**src/rtl/multicycle_ctrl.sv**
```systemverilog
// Sequencing FSM for the multicycle RV32I core: fetch/decode/exec/mem/wb over a shared memory.
// Strobes are combinational from state and inputs; memory waits on mem_ready, with optional timeout to TRAP.
module multicycle_ctrl #(
    parameter int MEM_TIMEOUT = 16,
    parameter int CNT_W       = 32
) (
    input  logic             clk,
    input  logic             rst,
    input  logic [4:0]       op,
    input  logic [2:0]       func3,
    input  logic             func7,
    input  logic             alu_zero,
    input  logic             alu_less,
    input  logic             mem_ready,
    output logic             mem_req,
    output logic             mem_we,
    output logic             ir_wr,
    output logic             pc_wr,
    output logic [1:0]       pc_src,
    output logic             reg_wr,
    output logic [1:0]       wb_sel,
    output logic             trap,
    output logic [2:0]       state,
    output logic [CNT_W-1:0] instret
);

    typedef enum logic [2:0] {
        S_BOOT   = 3'd0,
        S_FETCH  = 3'd1,
        S_DECODE = 3'd2,
        S_EXEC   = 3'd3,
        S_MEM    = 3'd4,
        S_WB     = 3'd5,
        S_TRAP   = 3'd7
    } state_t;

    localparam logic [4:0] OP_LUI   = 5'b01101;
    localparam logic [4:0] OP_AUIPC = 5'b00101;
    localparam logic [4:0] OP_IMM   = 5'b00100;
    localparam logic [4:0] OP_REG   = 5'b01100;
    localparam logic [4:0] OP_JAL   = 5'b11011;
    localparam logic [4:0] OP_JALR  = 5'b11001;
    localparam logic [4:0] OP_BR    = 5'b11000;
    localparam logic [4:0] OP_LD    = 5'b00000;
    localparam logic [4:0] OP_ST    = 5'b01000;

    localparam int WAIT_W = (MEM_TIMEOUT > 2) ? $clog2(MEM_TIMEOUT) : 1;
    localparam logic [WAIT_W-1:0] WAIT_LIM = WAIT_W'(MEM_TIMEOUT - 1);

    state_t            cur;
    logic [WAIT_W-1:0] wait_cnt;
    logic              legal;
    logic              is_br;
    logic              is_ld;
    logic              is_st;
    logic              taken;
    logic              tmo_hit;
    logic              unused_func7;

    // ALU op variants (func7) are resolved by the datapath decoder, not here
    assign unused_func7 = func7;

    assign is_br   = (op == OP_BR);
    assign is_ld   = (op == OP_LD);
    assign is_st   = (op == OP_ST);
    assign taken   = func3[2] ? (alu_less ^ func3[0]) : (alu_zero ^ func3[0]);
    assign tmo_hit = (MEM_TIMEOUT > 0) && (wait_cnt == WAIT_LIM);
    assign state   = cur;

    always_comb begin
        legal = 1'b0;
        case (op)
            OP_LD:   legal = (func3 != 3'b011) && (func3[2:1] != 2'b11);
            OP_ST:   legal = (func3 <= 3'b010);
            OP_BR:   legal = (func3[2:1] != 2'b01);
            OP_LUI, OP_AUIPC, OP_IMM, OP_REG, OP_JAL, OP_JALR: legal = 1'b1;
            default: legal = 1'b0;
        endcase
    end

    always_ff @(posedge clk) begin
        if (rst) begin
            cur      <= S_BOOT;
            instret  <= '0;
            wait_cnt <= '0;
            trap     <= 1'b0;
        end else begin
            case (cur)
                S_BOOT: begin
                    cur      <= S_FETCH;
                    wait_cnt <= '0;
                end
                S_FETCH: begin
                    if (mem_ready) begin
                        cur      <= S_DECODE;
                        wait_cnt <= '0;
                    end else if (tmo_hit) begin
                        cur  <= S_TRAP;
                        trap <= 1'b1;
                    end else begin
                        wait_cnt <= wait_cnt + WAIT_W'(1);
                    end
                end
                S_DECODE: begin
                    if (legal) begin
                        cur <= S_EXEC;
                    end else begin
                        cur  <= S_TRAP;
                        trap <= 1'b1;
                    end
                end
                S_EXEC: begin
                    if (is_br) begin
                        cur      <= S_FETCH;
                        wait_cnt <= '0;
                        instret  <= instret + CNT_W'(1);
                    end else if (is_ld || is_st) begin
                        cur      <= S_MEM;
                        wait_cnt <= '0;
                    end else begin
                        cur <= S_WB;
                    end
                end
                S_MEM: begin
                    if (mem_ready) begin
                        wait_cnt <= '0;
                        if (is_st) begin
                            cur     <= S_FETCH;
                            instret <= instret + CNT_W'(1);
                        end else begin
                            cur <= S_WB;
                        end
                    end else if (tmo_hit) begin
                        cur  <= S_TRAP;
                        trap <= 1'b1;
                    end else begin
                        wait_cnt <= wait_cnt + WAIT_W'(1);
                    end
                end
                S_WB: begin
                    cur      <= S_FETCH;
                    wait_cnt <= '0;
                    instret  <= instret + CNT_W'(1);
                end
                S_TRAP: cur <= S_TRAP;
                default: begin
                    cur  <= S_TRAP;
                    trap <= 1'b1;
                end
            endcase
        end
    end

    always_comb begin
        mem_req = 1'b0;
        mem_we  = 1'b0;
        ir_wr   = 1'b0;
        pc_wr   = 1'b0;
        pc_src  = 2'd0;
        reg_wr  = 1'b0;
        wb_sel  = 2'd0;
        case (cur)
            S_FETCH: begin
                mem_req = 1'b1;
                ir_wr   = mem_ready;
            end
            S_EXEC: begin
                if (is_br) begin
                    pc_wr  = 1'b1;
                    pc_src = taken ? 2'd1 : 2'd0;
                end
            end
            S_MEM: begin
                mem_req = 1'b1;
                mem_we  = is_st;
                pc_wr   = is_st && mem_ready;
            end
            S_WB: begin
                reg_wr = 1'b1;
                pc_wr  = 1'b1;
                if (is_ld)
                    wb_sel = 2'd1;
                else if (op == OP_JAL || op == OP_JALR)
                    wb_sel = 2'd2;
                if (op == OP_JAL)
                    pc_src = 2'd1;
                else if (op == OP_JALR)
                    pc_src = 2'd2;
            end
            default: ;
        endcase
    end

endmodule

```
**config.mk**
```make
export PLATFORM = sky130hd
export DESIGN_NAME = multicycle_ctrl
export DESIGN_NICKNAME = d
export VERILOG_FILES = /design/src/rtl/multicycle_ctrl.sv
export SDC_FILE = /design/constraint.sdc
export NUM_CORES = 1
export LEC_CHECK = 0
export BUFFER_PORTS_ARGS = -buffer_cell sky130_fd_sc_hd__buf_2
export CAP_MARGIN = 30
export CORE_MARGIN = 5
export CORE_UTILIZATION = 48
export CTS_CLUSTER_DIAMETER = 50
export DETAILED_ROUTE_END_ITERATION = 8
export PLACE_DENSITY_LB_ADDON = 0.25
export SYNTH_ARGS = -nofsm -noshare
export SYNTH_HDL_FRONTEND = slang
export SYNTH_SLANG_ARGS = --single-unit
```
**constraint.sdc**
```tcl
create_clock -name clk -period 2.98 [get_ports clk]
set_input_delay 0.894 -clock clk [delete_from_list [all_inputs] [get_ports clk]]
set_output_delay 0.894 -clock clk [all_outputs]
set_load 0.05 [all_outputs]
```
* After elaboration in Yosys (flattened, before gate mapping)
Cells that the tools add are included.
** Word-level totals
- Register bits after elaboration :: 40
- Input bits :: 14
- Output and inout bits :: 45
- Word-level logic and storage cells :: 88
** Operators by class
- $add $sub $neg :: 2
- $lt $le $gt $ge :: 1
- Equality and inequality tests :: 26
- Muxes and demuxes :: 37
- Bitwise operators :: 3
- Reduce and logical (&&, ||, !) cells :: 15
** Operator list (number)
- $mux 32 :: 3
- $pmux 32 s3 :: 1
- $add 32x1->32 const B :: 1
- $mux 3 :: 6
- $mux 4 :: 4
- $eq 5x4->1 const B :: 3
- $eq 5x5->1 const B :: 3
- $pmux 3 s5 :: 1
- $mux 1 :: 12
- $ne 2x2->1 const B :: 6
- $pmux 4 s3 :: 1
- $eq 5x3->1 const B :: 2
- $mux 2 :: 5
- $eq 3x3->1 const B :: 3
- $reduce_and 4->1 :: 2
- $eq 3x2->1 const B :: 2
- $ne 3x3->1 const B :: 2
- $pmux 1 s3 :: 2
- $reduce_bool 3->1 :: 2
- $reduce_or 6->1 :: 1
- $logic_not 5->1 :: 1
- $add 4x1->4 const B :: 1
- $eq 4x4->1 const B :: 1
- $ne 2x1->1 const B :: 2
- other kinds (13) :: 17

* Depth between registers and ports, before layout
- Depth after elaboration :: 5
- Mapped depth :: 7
- Depth with buffers taken out :: 6

* Worst setup path before layout
No wires, ideal clock.
- Kind :: input-to-output
- From :: in op[2]
- To :: out pc_src[0]
- Arrival :: 2478 ps
- Required time :: 2086 ps
- Path slack :: -392 ps
- Stages on the path :: 5
- Path buffers :: 0
- Cell sequence :: and2b_2 -> and2_1 -> nand2_1 -> nor2_1 -> a22o_2
** On the way
- Cells in the longest elaborated chain, start to end :: 3
- Elaborated cells between the ends (all ways) :: 5
- Classes of those cells :: eq/ne (2); mux (3)
** Ends and longest elaborated chain
- from (decl) :: line 9 : input logic [4:0] op,
- $eq 5x5->1 (on tied branches) :: line 185, 63
- $mux 2 / $mux 1 (equally long branches) :: line 185, 168
- $pmux 2 s2 * :: line 162 : case (cur)
- to (decl) :: line 19 : output logic [1:0] pc_src,
Mark *: on every way between the ends. The rest lies on a longest branch, timed or not.

* Final worst setup path
- From :: in op[1]
- To :: out pc_wr
** On the way
- Cells in the longest elaborated chain, start to end :: 3
- Elaborated cells between the ends (all ways) :: 5
- Classes of those cells :: eq/ne (2); mux (2); reduce/logical (1)
** Ends and longest elaborated chain
- $eq 5x5->1 / $eq 5x4->1 (equally long branches) :: line 63, 65
- $mux 1 / $logic_and 1x1->1 (equally long branches) :: line 168, 176
- $pmux 1 s3 * :: line 162
- to (decl) :: line 18 : output logic pc_wr,
Marked as above.

==> flow_metrics.env <==
export IMPL_outcome="finished clean"
export IMPL_dpl_instance_area_mm2=0.002724
export IMPL_worstPathMaxFanout=3
export IMPL_hold_viol_final=0
export IMPL_r2r_end="instret[29]$_SDFFE_PP0P_"
export IMPL_cpMaxStageDelayCell="or4b_4"
export IMPL_wire_per_inst_um=13.78
export IMPL_power_leakage_uw=0.001135
export IMPL_dpl_hpwl_um=3997
export IMPL_hold_slack_ps=482.5
export IMPL_antenna_found_initial=0
export IMPL_startpoint_type="primary input"
export IMPL_slew_viol_final=0
export IMPL_dieWidth_um=78.75
export IMPL_finalClockSkew_ps=5.492
export IMPL_worst_r2r_cell_count=7
export IMPL_final_cell_area_mm2=0.002884
export IMPL_max_stage_delay_ps=530
export IMPL_vias=2314
export IMPL_io_buffers=57
export IMPL_cts_hold_buf=0
export IMPL_cts_htree_levels=2
export IMPL_synth_edff_count=0
export IMPL_critPathCaptureType="output port"
export IMPL_via_per_inst=5.785
export IMPL_grt_pass1_vias=2127
export IMPL_worstSetupPathType="in2out"
export IMPL_synth_top_cell_by_area="dfxtp_1"
export IMPL_worstPathArrival_ps=2050
export IMPL_clockBufferDepth=2
export IMPL_grt_usage_pct=18.72
export IMPL_peakVddDrop_v=0.0003968
export IMPL_power_density_mw_per_mm2=418.8
export IMPL_path_delay_family="simple AND/OR/NAND/NOR gates"
export IMPL_start_util_pct=48.67
export IMPL_area_growth_pct=27.14
export IMPL_finalNetCount=361
export IMPL_tightest_slew_ps=430.6
export IMPL_clk_pin_slew_ps=80
export IMPL_seq_area_frac_synth_pct=35.30
export IMPL_worstPathRequired_ps=2090
export IMPL_fmax_ghz=0.3393
export IMPL_syn_area_mm2=0.002268
export IMPL_cts_made_buffers=5
export IMPL_overflow=0
export IMPL_worstHoldStart="wait_cnt[1]$_SDFFE_PP0P_"
export IMPL_syn_area_per_cell_um2=8.309
export IMPL_drt_iter0_drc=131
export IMPL_synth_cell_type_count=51
export IMPL_timing_critical_path_buf_inv=2
export IMPL_netlist_area_leader_share_pct=35.30
export IMPL_drv_cap=0
export IMPL_final_antenna_net_count=0
export IMPL_rows=25
export IMPL_coreArea_mm2=0.004661
export IMPL_path_cells="buf_6 > or4b_4 > o31a_4 > nand2_8 > buf_8"
export IMPL_drc_errors=0
export IMPL_synth_main_ff_cell="dfxtp_1"
export IMPL_synthTopCellsByCount="dfxtp_1 (40), nor2_1 (30), a21oi_1 (26), xnor2_1 (18), nand2_1 (15)"
export IMPL_clock_latency_ps=300
export IMPL_grt_max_degree=24
export IMPL_die_area_mm2=0.006201
export IMPL_drive_gt1_share_pct=30.64
export IMPL_diodes=0
export IMPL_firstDrtPassIters=4
export IMPL_drt_wl_total_um=5512
export IMPL_min_path_cells=2
export IMPL_yosys_warnings=0
export IMPL_hold_end="wait_cnt[1]$_SDFFE_PP0P_"
export IMPL_period_needed_ps=2947
export IMPL_syn_inst=273
export IMPL_syn_nets=289
export IMPL_synth_most_common_cell="dfxtp_1"
export IMPL_reg2reg_from="state[1]$_SDFF_PP0_"
export IMPL_hp_class="reg2reg"
export IMPL_die_h_um=78.75
export IMPL_reg2reg_slack_ps=520
export IMPL_fillers=426
export IMPL_fin_crit_sh_pct=98.90
export IMPL_clkSinkCount=40
export IMPL_setup_viol=0
export IMPL_gp_congestion=0.8534
export IMPL_grt_pass1_wl_um=9522
export IMPL_relSlewSlack_pct=71.20
export IMPL_io_pins=59
export IMPL_cts_root_buf="clkbuf_8"
export IMPL_cts_tree="yes"
export IMPL_synth_seq_cells=40
export IMPL_synthTopCellsByArea="dfxtp_1 (35%), xnor2_1 (6.9%), a21oi_1 (5.7%), nor2_1 (5.0%), o21ai_0 (3.1%)"
export IMPL_ys_async_sr_fraction_pct=0
export IMPL_grt_setup_unrepaired="false"
-- final cells by class --
class | count | area [um^2] | area share [%]
clock inverters | 1 | 30.03 | 1.041
clock buffers | 7 | 96.34 | 3.341
repair buffers | 77 | 456.7 | 15.84
well taps | 54 | 67.56 | 2.343
flip-flops and latches | 40 | 800.8 | 27.77
multi-input cells | 212 | 1399 | 48.50
inverters | 9 | 33.78 | 1.171
-- metal layers --
| metal | up-vias | GRT usage [%] | routed length (um) |
|---|---|---|---|
| li1 | 1150 | - | - |
| met3 | 15 | 4.649 | 315 |
| met5 | - | 0 | 0 |
| met1 | 1087 | 22.70 | 2423 |
| met2 | 62 | 31.66 | 2647 |
| met4 | 0 | 7.517 | 125 |
-- worst max path at each step --
stage | startpoint | endpoint | cells past startpoint | slack, ps
after floorplan | op[2] | pc_src[0] | 5 | -140
after global placement | op[1] | pc_wr | 5 | -100
after detailed placement | op[1] | pc_wr | 5 | -100
after CTS | op[1] | pc_wr | 5 | 9
after global routing | op[2] | pc_src[0] | 7 | 9
final | op[1] | pc_wr | 5 | 30
-- state kept, by name, summed over array words and instances (netlist names) --
register and flops:
instret 32, wait_cnt 4, state 3, trap 1
-- report_power, final --
group          internal, uW  switching, uW  total [uW]
clock                   296            197         493
sequential              541           11.1         552
combinational          57.3            106         163
total                   894            314        1210
-- layout by cell type, fill, tap and decap left out, types with 7 or more instances in the layout --
cell type	instances
nand2_1	14
buf_4	22
o21ai_0	14
inv_1	9
nand4_1	11
nor2b_1	7
xnor2_1	18
buf_2	53
nor2_1	29
a21oi_1	26
dfxtp_1	40
or3_1	11
nand3_1	10
clkbuf_8	7
-- worst reg2reg max path, cell delays in order, from the launching register on --
cell	delay (ps)
dfxtp_1	510
or4b_4	530
buf_4	170
o31ai_4	200
o2111ai_2	180
buf_4	200
or4_1	470
a21oi_1	150
-- stage by stage --
stage / setup WS (ps) / setup TNS (ps) / power [uW] / utilization (%) / instances
after global routing: 8.636 / 0 / 1253 / 61.88 / 400
after detailed placement: -98.86 / -138.4 / 725.1 / 58.44 / 391
after floorplan: -140.0 / -140.0 / 676.3 / - / 273
final: 32.77 / 0 / 1208 / 61.88 / 400
after CTS: 9.055 / 0 / 1216 / 61.42 / 399
after global placement: -98.82 / -113.2 / 723.7 / 58.44 / 391
-- logic make-up after synthesis --
group | Yosys count | share of synthesized area [%]
muxes | 4 | 2.041
and+or+nand+nor | 119 | 29.23
buffers and inverters | 21 | 4.522
DFF | 40 | 35.30
adders and majority gates | 2 | 1.103
xor gates and xnor gates | 20 | 7.722
AOI/OAI and AO/OA | 67 | 20.08
-- timing repair --
item | in CTS | in global routing
endpoints found under the hold margin | 0 | 0
resized for setup | 4 | 4
setup endpoints to repair | 2 | 3
buffers inserted | 0 | 1
pin swaps | 0 | 1
(Power assumes the default switching activity.)
